<file path="config.mk">
export PLATFORM = sky130hd
export DESIGN_NAME = oam_dma_arbiter_flat
export DESIGN_NICKNAME = d
export VERILOG_FILES = /design/src/rtl/oam_dma_arbiter_pkg.sv /design/src/rtl/oam_dma_arbiter_if.sv /design/src/rtl/oam_dma_arbiter_dma_engine.sv /design/src/rtl/oam_dma_arbiter.sv /design/src/flat_wrapper.sv
export SDC_FILE = /design/constraint.sdc
export NUM_CORES = 1
export LEC_CHECK = 0
export ABC_AREA = 1
export CAP_MARGIN = 20
export CORE_MARGIN = 4
export CORE_UTILIZATION = 25
export CTS_CLUSTER_SIZE = 28
export DETAILED_ROUTE_END_ITERATION = 8
export GPL_ROUTABILITY_DRIVEN = 0
export PLACE_DENSITY = 0.55
export SETUP_SLACK_MARGIN = 0.1
export SYNTH_ARGS = -nofsm -noshare
export SYNTH_HDL_FRONTEND = slang
export SYNTH_SLANG_ARGS = --single-unit
</file>
<file path="constraint.sdc">
create_clock -name clk -period 1.18 [get_ports clk]
set_input_delay 0.118 -clock clk [delete_from_list [all_inputs] [get_ports clk]]
set_output_delay 0.118 -clock clk [all_outputs]
set_load 0.01 [all_outputs]
</file>
<file path="src/rtl/oam_dma_arbiter_pkg.sv">
// Shared types and bus constants for the OAM DMA arbiter slice.
// The echo-RAM fold-down of the DMA source page lives here so all users agree on it.
package oam_dma_arbiter_pkg;

  typedef enum logic [1:0] {
    DMA_IDLE,
    DMA_DELAY,
    DMA_ACTIVE
  } dma_state_t;

  localparam logic [15:0] REG_DMA_ADDR  = 16'hFF46;
  localparam logic [15:0] OAM_BASE_ADDR = 16'hFE00;
  localparam logic [15:0] HRAM_LO       = 16'hFF80;
  localparam logic [15:0] HRAM_HI       = 16'hFFFE;

  // Pages E0..FF mirror C0..DF, so the copy reads from the mirrored page.
  function automatic logic [7:0] eff_src_hi(input logic [7:0] src);
    return (src >= 8'hE0) ? (src - 8'h20) : src;
  endfunction

endpackage

</file>
<file path="src/rtl/oam_dma_arbiter_if.sv">
// CPU-side and memory-side bus of the OAM DMA arbiter.
// The arbiter uses the slave view; the bus owner (CPU and memory model) uses master.
interface oam_dma_arbiter_if;
  logic [1:0]  t_phase;
  logic [15:0] cpu_addr;
  logic        cpu_we;
  logic [7:0]  cpu_wdata;
  logic [7:0]  cpu_rdata;
  logic [15:0] mem_addr;
  logic        mem_we;
  logic [7:0]  mem_wdata;
  logic [7:0]  mem_rdata;
  logic        dma_active;
  logic        dma_done;

  modport slave (
    input  t_phase, cpu_addr, cpu_we, cpu_wdata, mem_rdata,
    output cpu_rdata, mem_addr, mem_we, mem_wdata, dma_active, dma_done
  );

  modport master (
    output t_phase, cpu_addr, cpu_we, cpu_wdata, mem_rdata,
    input  cpu_rdata, mem_addr, mem_we, mem_wdata, dma_active, dma_done
  );
endinterface

</file>
<file path="src/rtl/oam_dma_arbiter_dma_engine.sv">
// OAM DMA engine: FF46 source register, start delay, and the per-M-cycle
// read (T0) / write (T1) sequencer that copies DMA_LEN bytes into OAM.
module dma_engine_m
  import oam_dma_arbiter_pkg::*;
#(
  parameter logic [15:0] OAM_BASE    = OAM_BASE_ADDR,
  parameter int unsigned DMA_LEN     = 160,
  parameter int unsigned START_DELAY = 1
) (
  input  logic        clk,
  input  logic        rst,
  input  logic [1:0]  t_phase,
  input  logic        reg_wr,
  input  logic [7:0]  reg_wdata,
  output logic [7:0]  dma_src,
  output logic [15:0] dma_addr,
  output logic        dma_we,
  output logic        dma_grant,
  output logic        dma_restrict,
  output logic        dma_active,
  output logic        dma_done
);

  localparam logic [7:0] LAST_IDX   = 8'(DMA_LEN - 1);
  localparam logic [3:0] DELAY_INIT = 4'(START_DELAY);

  dma_state_t state, state_nx;
  logic [7:0] idx, idx_nx;
  logic [3:0] delay_cnt, delay_nx;
  logic       done_nx;

  always_ff @(posedge clk) begin
    if (rst) begin
      state     <= DMA_IDLE;
      idx       <= 8'd0;
      delay_cnt <= 4'd0;
      dma_src   <= 8'hFF;
      dma_done  <= 1'b0;
    end else begin
      state     <= state_nx;
      idx       <= idx_nx;
      delay_cnt <= delay_nx;
      dma_done  <= done_nx;
      if (reg_wr) dma_src <= reg_wdata;
    end
  end

  always_comb begin
    state_nx = state;
    idx_nx   = idx;
    delay_nx = delay_cnt;
    done_nx  = 1'b0;
    dma_addr = {eff_src_hi(dma_src), idx};
    dma_we   = 1'b0;
    case (state)
      DMA_IDLE: ;
      // Leaving on t_phase==3 makes the first source read land on the next T0.
      DMA_DELAY: begin
        if (t_phase == 2'd3) begin
          if (delay_cnt <= 4'd1) begin
            state_nx = DMA_ACTIVE;
            delay_nx = 4'd0;
          end else begin
            delay_nx = delay_cnt - 4'd1;
          end
        end
      end
      DMA_ACTIVE: begin
        if (t_phase == 2'd1) begin
          dma_addr = OAM_BASE + {8'h00, idx};
          dma_we   = 1'b1;
          if (idx == LAST_IDX) begin
            state_nx = DMA_IDLE;
            idx_nx   = 8'd0;
            done_nx  = 1'b1;
          end else begin
            idx_nx = idx + 8'd1;
          end
        end
      end
      default: state_nx = DMA_IDLE;
    endcase
    // A register write restarts the copy and overrides a same-clk completion.
    if (reg_wr) begin
      state_nx = DMA_DELAY;
      delay_nx = DELAY_INIT;
      idx_nx   = 8'd0;
      done_nx  = 1'b0;
    end
  end

  assign dma_active   = (state != DMA_IDLE);
  assign dma_restrict = (state == DMA_ACTIVE);
  assign dma_grant    = (state == DMA_ACTIVE) && !t_phase[1];

endmodule

</file>
<file path="src/rtl/oam_dma_arbiter.sv">
// Single-bus arbiter between the CPU and memory with the OAM DMA engine.
// DMA owns T0/T1 while copying; the CPU keeps only HRAM and FF46 on T2/T3.
module oam_dma_arbiter
  import oam_dma_arbiter_pkg::*;
#(
  parameter logic [15:0] DMA_REG     = REG_DMA_ADDR,
  parameter logic [15:0] OAM_BASE    = OAM_BASE_ADDR,
  parameter int unsigned DMA_LEN     = 160,
  parameter int unsigned START_DELAY = 1
) (
  input logic              clk,
  input logic              rst,
  oam_dma_arbiter_if.slave bus
);

  logic        is_reg;
  logic        cpu_ok;
  logic [7:0]  dma_src;
  logic [15:0] dma_addr;
  logic        dma_we;
  logic        dma_grant;
  logic        dma_restrict;

  assign is_reg = (bus.cpu_addr == DMA_REG);
  assign cpu_ok = is_reg || ((bus.cpu_addr >= HRAM_LO) && (bus.cpu_addr <= HRAM_HI));

  dma_engine_m #(
    .OAM_BASE    (OAM_BASE),
    .DMA_LEN     (DMA_LEN),
    .START_DELAY (START_DELAY)
  ) u_engine (
    .clk          (clk),
    .rst          (rst),
    .t_phase      (bus.t_phase),
    .reg_wr       (bus.cpu_we && is_reg),
    .reg_wdata    (bus.cpu_wdata),
    .dma_src      (dma_src),
    .dma_addr     (dma_addr),
    .dma_we       (dma_we),
    .dma_grant    (dma_grant),
    .dma_restrict (dma_restrict),
    .dma_active   (bus.dma_active),
    .dma_done     (bus.dma_done)
  );

  always_comb begin
    bus.mem_addr  = bus.cpu_addr;
    bus.mem_we    = bus.cpu_we && !is_reg;
    bus.mem_wdata = bus.cpu_wdata;
    bus.cpu_rdata = is_reg ? dma_src : bus.mem_rdata;
    if (dma_grant) begin
      // The T1 write forwards the byte fetched on T0 straight from the read port.
      bus.mem_addr  = dma_addr;
      bus.mem_we    = dma_we;
      bus.mem_wdata = bus.mem_rdata;
      bus.cpu_rdata = 8'hFF;
    end else if (dma_restrict && !cpu_ok) begin
      bus.mem_we    = 1'b0;
      bus.cpu_rdata = 8'hFF;
    end
    if (rst) bus.mem_we = 1'b0;
  end

endmodule

</file>
<file path="src/flat_wrapper.sv">
// flat-port wrapper written by rule: the top's interface ports become plain ports
module oam_dma_arbiter_flat import oam_dma_arbiter_pkg::*;
#(
  parameter logic [15:0] DMA_REG     = REG_DMA_ADDR,
  parameter logic [15:0] OAM_BASE    = OAM_BASE_ADDR,
  parameter int unsigned DMA_LEN     = 160,
  parameter int unsigned START_DELAY = 1
)
  (clk, rst, bus_t_phase, bus_cpu_addr, bus_cpu_we, bus_cpu_wdata, bus_mem_rdata, bus_cpu_rdata, bus_mem_addr, bus_mem_we, bus_mem_wdata, bus_dma_active, bus_dma_done);
  oam_dma_arbiter_if bus_i ();
  input logic clk;
  input logic rst;
  input wire logic [$bits(bus_i.t_phase)-1:0] bus_t_phase;
  input wire logic [$bits(bus_i.cpu_addr)-1:0] bus_cpu_addr;
  input wire logic [$bits(bus_i.cpu_we)-1:0] bus_cpu_we;
  input wire logic [$bits(bus_i.cpu_wdata)-1:0] bus_cpu_wdata;
  input wire logic [$bits(bus_i.mem_rdata)-1:0] bus_mem_rdata;
  output wire logic [$bits(bus_i.cpu_rdata)-1:0] bus_cpu_rdata;
  output wire logic [$bits(bus_i.mem_addr)-1:0] bus_mem_addr;
  output wire logic [$bits(bus_i.mem_we)-1:0] bus_mem_we;
  output wire logic [$bits(bus_i.mem_wdata)-1:0] bus_mem_wdata;
  output wire logic [$bits(bus_i.dma_active)-1:0] bus_dma_active;
  output wire logic [$bits(bus_i.dma_done)-1:0] bus_dma_done;
  assign bus_i.t_phase = bus_t_phase;
  assign bus_i.cpu_addr = bus_cpu_addr;
  assign bus_i.cpu_we = bus_cpu_we;
  assign bus_i.cpu_wdata = bus_cpu_wdata;
  assign bus_i.mem_rdata = bus_mem_rdata;
  assign bus_cpu_rdata = bus_i.cpu_rdata;
  assign bus_mem_addr = bus_i.mem_addr;
  assign bus_mem_we = bus_i.mem_we;
  assign bus_mem_wdata = bus_i.mem_wdata;
  assign bus_dma_active = bus_i.dma_active;
  assign bus_dma_done = bus_i.dma_done;
  oam_dma_arbiter #(.DMA_REG(DMA_REG), .OAM_BASE(OAM_BASE), .DMA_LEN(DMA_LEN), .START_DELAY(START_DELAY)) u_core (.clk(clk), .rst(rst), .bus(bus_i));
endmodule
</file>
# --- Word level (Yosys, flattened, before mapping) ---
# Index checks and enable logic that the tools add are counted.
totals:
  inputBits: 37
  register_bits: 23
classes:
  eq_ne: 15
  n_bitwise: 3
  magnitude_cmp: 4
  n_reduce_logical: 20
  mux: 25
  add_sub_neg: 4
ops:
  columns: ["operator", "count"]
  rows:
  - ["$mux 16", 3]
  - ["$mux 8", 6]
  - ["$eq 16x16->1 const B", 1]
  - ["$ge 16x16->1 const B", 1]
  - ["$le 16x16->1 const B", 1]
  - ["$ne 3x3->1 const B", 4]
  - ["$add 10x9->11 const A", 1]
  - ["$mux 1", 10]
  - ["$ne 2x2->1 const B", 5]
  - ["$reduce_and 5->1", 2]
  - ["$add 8x1->8 const B", 1]
  - ["$eq 8x8->1 const B", 1]
  - ["$ge 8x8->1 const B", 1]
  - ["$mux 2", 4]
  - ["$sub 8x6->8 const B", 1]
  - ["$pmux 2 s3", 1]
  - ["$reduce_and 2->1", 3]
  - ["$reduce_bool 2->1", 3]
  - ["$logic_and 1x1->1", 5]
  - ["$eq 2x1->1 const B", 2]
  - ["$eq 2x2->1 const B", 2]
  - ["$le 4x1->1 const B", 1]
  - ["$mux 4", 1]
  - ["$reduce_or 4->1", 1]
  - ["other kinds (6)", 10]

# --- Depth between registers and ports, before layout ---
depth:
  ltp_word: 8
  ltp_mapped: 10
  ltp_nobuf: 9

# --- Cells and area by module ---
# A second synthesis with hierarchy kept.
hier_totals:
  cells_unflattened: 288
  area_unflattened_um2: 1724.2
modules_own_cells:
  columns: ["module", "seq_area_each_um2", "cells_each", "n_inst", "area_per_inst_um2"]
  rows:
  - ["dma_engine_m", 460.4, 154, 1, 1157.4]
  - ["oam_dma_arbiter", 0.0, 134, 1, 566.8]

# --- Worst setup path before layout ---
# No wires, ideal clock.
synth_timing:
  path_kind: "reg2out"
  start: "reg u_core.u_engine.state[0]"
  end: "out bus_mem_addr[6]"
  path_stages_with_launch: 7
  path_slack_ps: -104
  arrival_time_ps: 1166
  cell_sequence: "dfxtp_1 inv_1 nand2_1 nor2_2 inv_1 clkbuf_1 o21ai_0"
synth_via:
  elab_chain_len: 3
  elab_cells_between_ends: 4
synth_rtl:
  columns: ["element", "line", "source"]
  rows:
  - ["start: declaration", "oam_dma_arbiter_dma_engine.sv:27", "dma_state_t state, state_nx;"]
  - ["start signal: assignment", "oam_dma_arbiter_dma_engine.sv:40", "state <= state_nx;"]
  - ["$eq 2x2->1 (*)", "oam_dma_arbiter_dma_engine.sv:55, oam_dma_arbiter_dma_engine.sv:94", null]
  - ["$mux 16 or $logic_and 1x1->1 (tied branches)", "oam_dma_arbiter_dma_engine.sv:55, oam_dma_arbiter_dma_engine.sv:94", null]
  - ["$mux 16 (*)", "oam_dma_arbiter.sv:51", "if (dma_grant) begin"]
  - ["end: declaration", "flat_wrapper.sv:19", "output wire logic [$bits(bus_i.mem_addr)-1:0] bus_mem_addr;"]
# Every way passes the cells marked *; elsewhere a longest branch is shown, timed or not.

# --- Worst setup path in the final report ---
layout_timing:
  start: "reg u_core.u_engine.state[0]"
  end: "out bus_cpu_rdata[5]"
layout_via:
  elab_chain_len: 4
  elab_cells_between_ends: 5
layout_rtl:
  columns: ["element", "line", "source"]
  rows:
  - ["$eq 2x2->1 (*)", "oam_dma_arbiter_dma_engine.sv:93, oam_dma_arbiter_dma_engine.sv:94", null]
  - ["$logic_and 1x1->1", "oam_dma_arbiter.sv:57", "end else if (dma_restrict && !cpu_ok) begin"]
  - ["$mux 8", "oam_dma_arbiter.sv:57", null]
  - ["$mux 8 (*)", "oam_dma_arbiter.sv:51", null]
  - ["end: declaration", "flat_wrapper.sv:18", "output wire logic [$bits(bus_i.cpu_rdata)-1:0] bus_cpu_rdata;"]
# Marks and branches as above.

==> metrics.cfg <==
[power_and_ir_drop]
power_density_mw_per_mm2=471
power.ir.vdd_worst_v=0.000444
leakage_nw=1.97
power.total_w=0.00191

[clocking]
clkSlewWorstSetupHoldPaths_ns=0.09
number_of_buffers_inserted_during_clock_tree_synthesis=3
cts_root_buffer=sky130_fd_sc_hd__clkbuf_8
cts.sink_count=23
clkLatencyLatePin_ns=0.27
cts_tree=done
cts_max_level=1
clk_path_buf_depth=2

[status]
violations=setup timing
outcome=finished, violations left

[timing]
fin_ws_ns=-0.573
worst_clock_skew_ns=0.00436
report.final.hold_viol_count=0
tns_ns=-18.37
report.final.slew_viol_count=0
slew_headroom_pct=74.0
finalSetupViolCount=51
period_share_pct=149
maxClockFrequency_ghz=0.570
worst-slew-pin-transition_ns=0.389
rsz0062_at_grt=true
timing.hold.ws_ns=0.456
fin_crit_ns=1.75

[setup_path]
critical_path.cell_chain=inv_2 -> nand2_4 -> nor2_4 -> buf_6 -> nor3_2 -> or2_1 -> buf_12 -> nand2_2 -> buf_6
path_class=flop to output pin
crit_path_start_kind=flop
most_frequent_cell_on_the_critical_path=sky130_fd_sc_hd__buf_6
crit_path_end_kind=output pin
critical_path_peak_fanout=8
crit_path_max_incr_delay_ns=0.33
worst_path_arrival_ns=1.64
required_ns=1.06
timing.critical_path.slowest_stage_cell=sky130_fd_sc_hd__dfxtp_2

[grt]
grt_util_met1_pct=21.7
met2_usage_pct=29.5
antenna_found_initial=0
grt_max_degree=14
busiest_layer=met2
groute.usage.overall_pct=17.0
grt_first_pass_wirelength_um=11400
grt_overflow=0
grt_pass1_vias=2487
gr-usage-met3_pct=3.08

[yosys]
yosys.cell_types.count=32
mappedNetlistNets=329
synth_seq_area_share_pct=27.0
synth_most_common_cell=sky130_fd_sc_hd__nand2_1
synth-edff-count=0
synth.cell_area_sq_mm=0.00171
post-synth-top-area-cell=sky130_fd_sc_hd__dfxtp_1
dominant_cells_by_area_after_synthesis=sky130_fd_sc_hd__dfxtp_1, sky130_fd_sc_hd__nand2_1, sky130_fd_sc_hd__inv_1, sky130_fd_sc_hd__o21ai_0, sky130_fd_sc_hd__nand3_1
synth_warnings=0
synth-async-reset-ratio_pct=0
synth_common_cells=sky130_fd_sc_hd__nand2_1, sky130_fd_sc_hd__inv_1, sky130_fd_sc_hd__o21ai_0
synth_ff_type=sky130_fd_sc_hd__dfxtp_1
synthesis.instances=288
synth-seq-cells=23
synth_top_area_share_pct=27.0
syn_avg_cell_area_sq_um=5.93

[placed_design]
placement.setup.worst_slack_ns=-0.996
place.port_buffers=71
place.detailed.hpwl_um=4690
area_after_detailed_placement_sq_mm=0.00305

[drt]
drc=0
finalWirelength_um=7390
routed_wire_length_per_instance_um=13.9
antenna_left=0
dr_vias=2448
vias_per_cell=4.61
drtPass1Iterations=4
drt_first_iter_violations=87

[floorplanning]
die_area_sq_mm=0.00822
initial_core_util_pct=26.3
dieWidth_um=90.7
std_cell_rows=29
top_level_ports=72
die_height_um=90.7
floorplan_core_area_sq_mm=0.00649

[layout]
final_area_sq_mm=0.00406
drive_above_1_share_pct=63.9
area_of_the_multi_input_gates_sq_mm=0.00167
storage_cell_area_sq_um=468
insertedDiodeCount=0
flow.area_growth_from_synthesis_pct=138
fill_cells=536
final_nets=496

[job]
drv_cap=0

[hold_path]
hold_path_class=primary input to flop

where the power goes:
group | leakage [nW] | total, W | internal, W | switching, W
Sequential | 0.189 | 0.000775 | 0.000775 | 0.00000000571
Combinational | 1.76 | 0.000620 | 0.000361 | 0.000259
Clock | 0.0255 | 0.000519 | 0.000236 | 0.000282
Total | 1.97 | 0.00191 | 0.00137 | 0.000541
worst max-delay path, delay by kind of cell (launching register included):
family | cells | cell delay (ns)
buf+inv | 4 | 0.44
flops | 1 | 0.33
simple gates | 5 | 0.59
per-stage QoR:
step / util (%) / instances
after global placement: 47.0 / 486
after CTS: 56.4 / 526
after floorplan: - / 288
after global routing: 62.6 / 531
after detailed placement: 47.0 / 486
final: 62.6 / 531
path summary, 6_finish.rpt:
| kind | end | cells after the start | from | slack (ns) |
|---|---|---|---|---|
| setup / recovery | bus_cpu_rdata[5] | 9 | u_core.u_engine.state[0]$_SDFFE_PP0P_ | -0.57 |
| setup reg to reg | u_core.u_engine.idx[2]$_SDFFE_PP0P_ | 9 | u_core.u_engine.state[0]$_SDFFE_PP0P_ | -0.29 |
| hold reg to reg | u_core.u_engine.idx[0]$_SDFFE_PP0P_ | 2 | u_core.u_engine.idx[0]$_SDFFE_PP0P_ | 0.52 |
| hold / removal | u_core.u_engine.dma_src[5]$_SDFFE_PP1P_ | 3 | bus_cpu_wdata[5] | 0.46 |
timing repair:
action / CTS / global route
pin swaps: 44 / 16
cloned: 5 / 0
gates resized for setup: 326 / 91
hold buffers: 0 / 0
setup endpoints to repair: 58 / 57
buffers inserted: 32 / 8
layer usage:
metal	vias up	wire length, um	share of wire [%]
met3	8	404	5.5
met2	66	3800	51
met4	0	116	1.6
met1	1128	3070	41
met5	-	0	0
li1	1246	-	-
area by class of cell:
type / instances / area share [%]
Clock buffer: 3 / 1.02
Clock inverter: 1 / 0.123
Inverter: 50 / 5.30
Multi-Input combinational cell: 211 / 41.2
Sequential cell: 23 / 11.5
Tap cell: 77 / 2.37
Timing Repair Buffer: 166 / 38.5
registers in the layout (all words and copies together) (netlist names):
| register | cells |
|---|---|
| u_core.u_engine.delay_cnt | 4 |
| u_core.u_engine.dma_done | 1 |
| u_core.u_engine.dma_src | 8 |
| u_core.u_engine.idx | 8 |
| u_core.u_engine.state | 2 |
cells in the final DEF, fill, tap and decap left out, drive strengths merged:
cell type        n
nand3           19
inv             50
a21oi            9
and3             1
nor2            27
dlygate4sd2      2
a2bb2oi          2
xnor2            1
o21bai           2
o21ai           25
or2              2
dfxtp           23
ha               4
clkbuf           3
clkdlybuf4s50   19
clkinv           1
and2             1
buf            145
o22ai            4
nand2          101
xor2             2
nor3             6
nand4            3
a22oi            2
cell families (layout without fill, tap and decap cells):
| logic type | after synthesis | after routing | share of synthesized area [%] |
|---|---|---|---|
| XOR/XNOR | 3 | 3 | 1.54 |
| buffers and inverters | 58 | 220 | 14.1 |
| flip-flops | 23 | 23 | 27.0 |
| AO/OA/AOI/OAI | 44 | 44 | 14.7 |
| AND/OR/NAND/NOR | 156 | 160 | 39.9 |
| adder cells (fa/ha/maj) | 4 | 4 | 2.93 |
(Power assumes the default switching activity.)
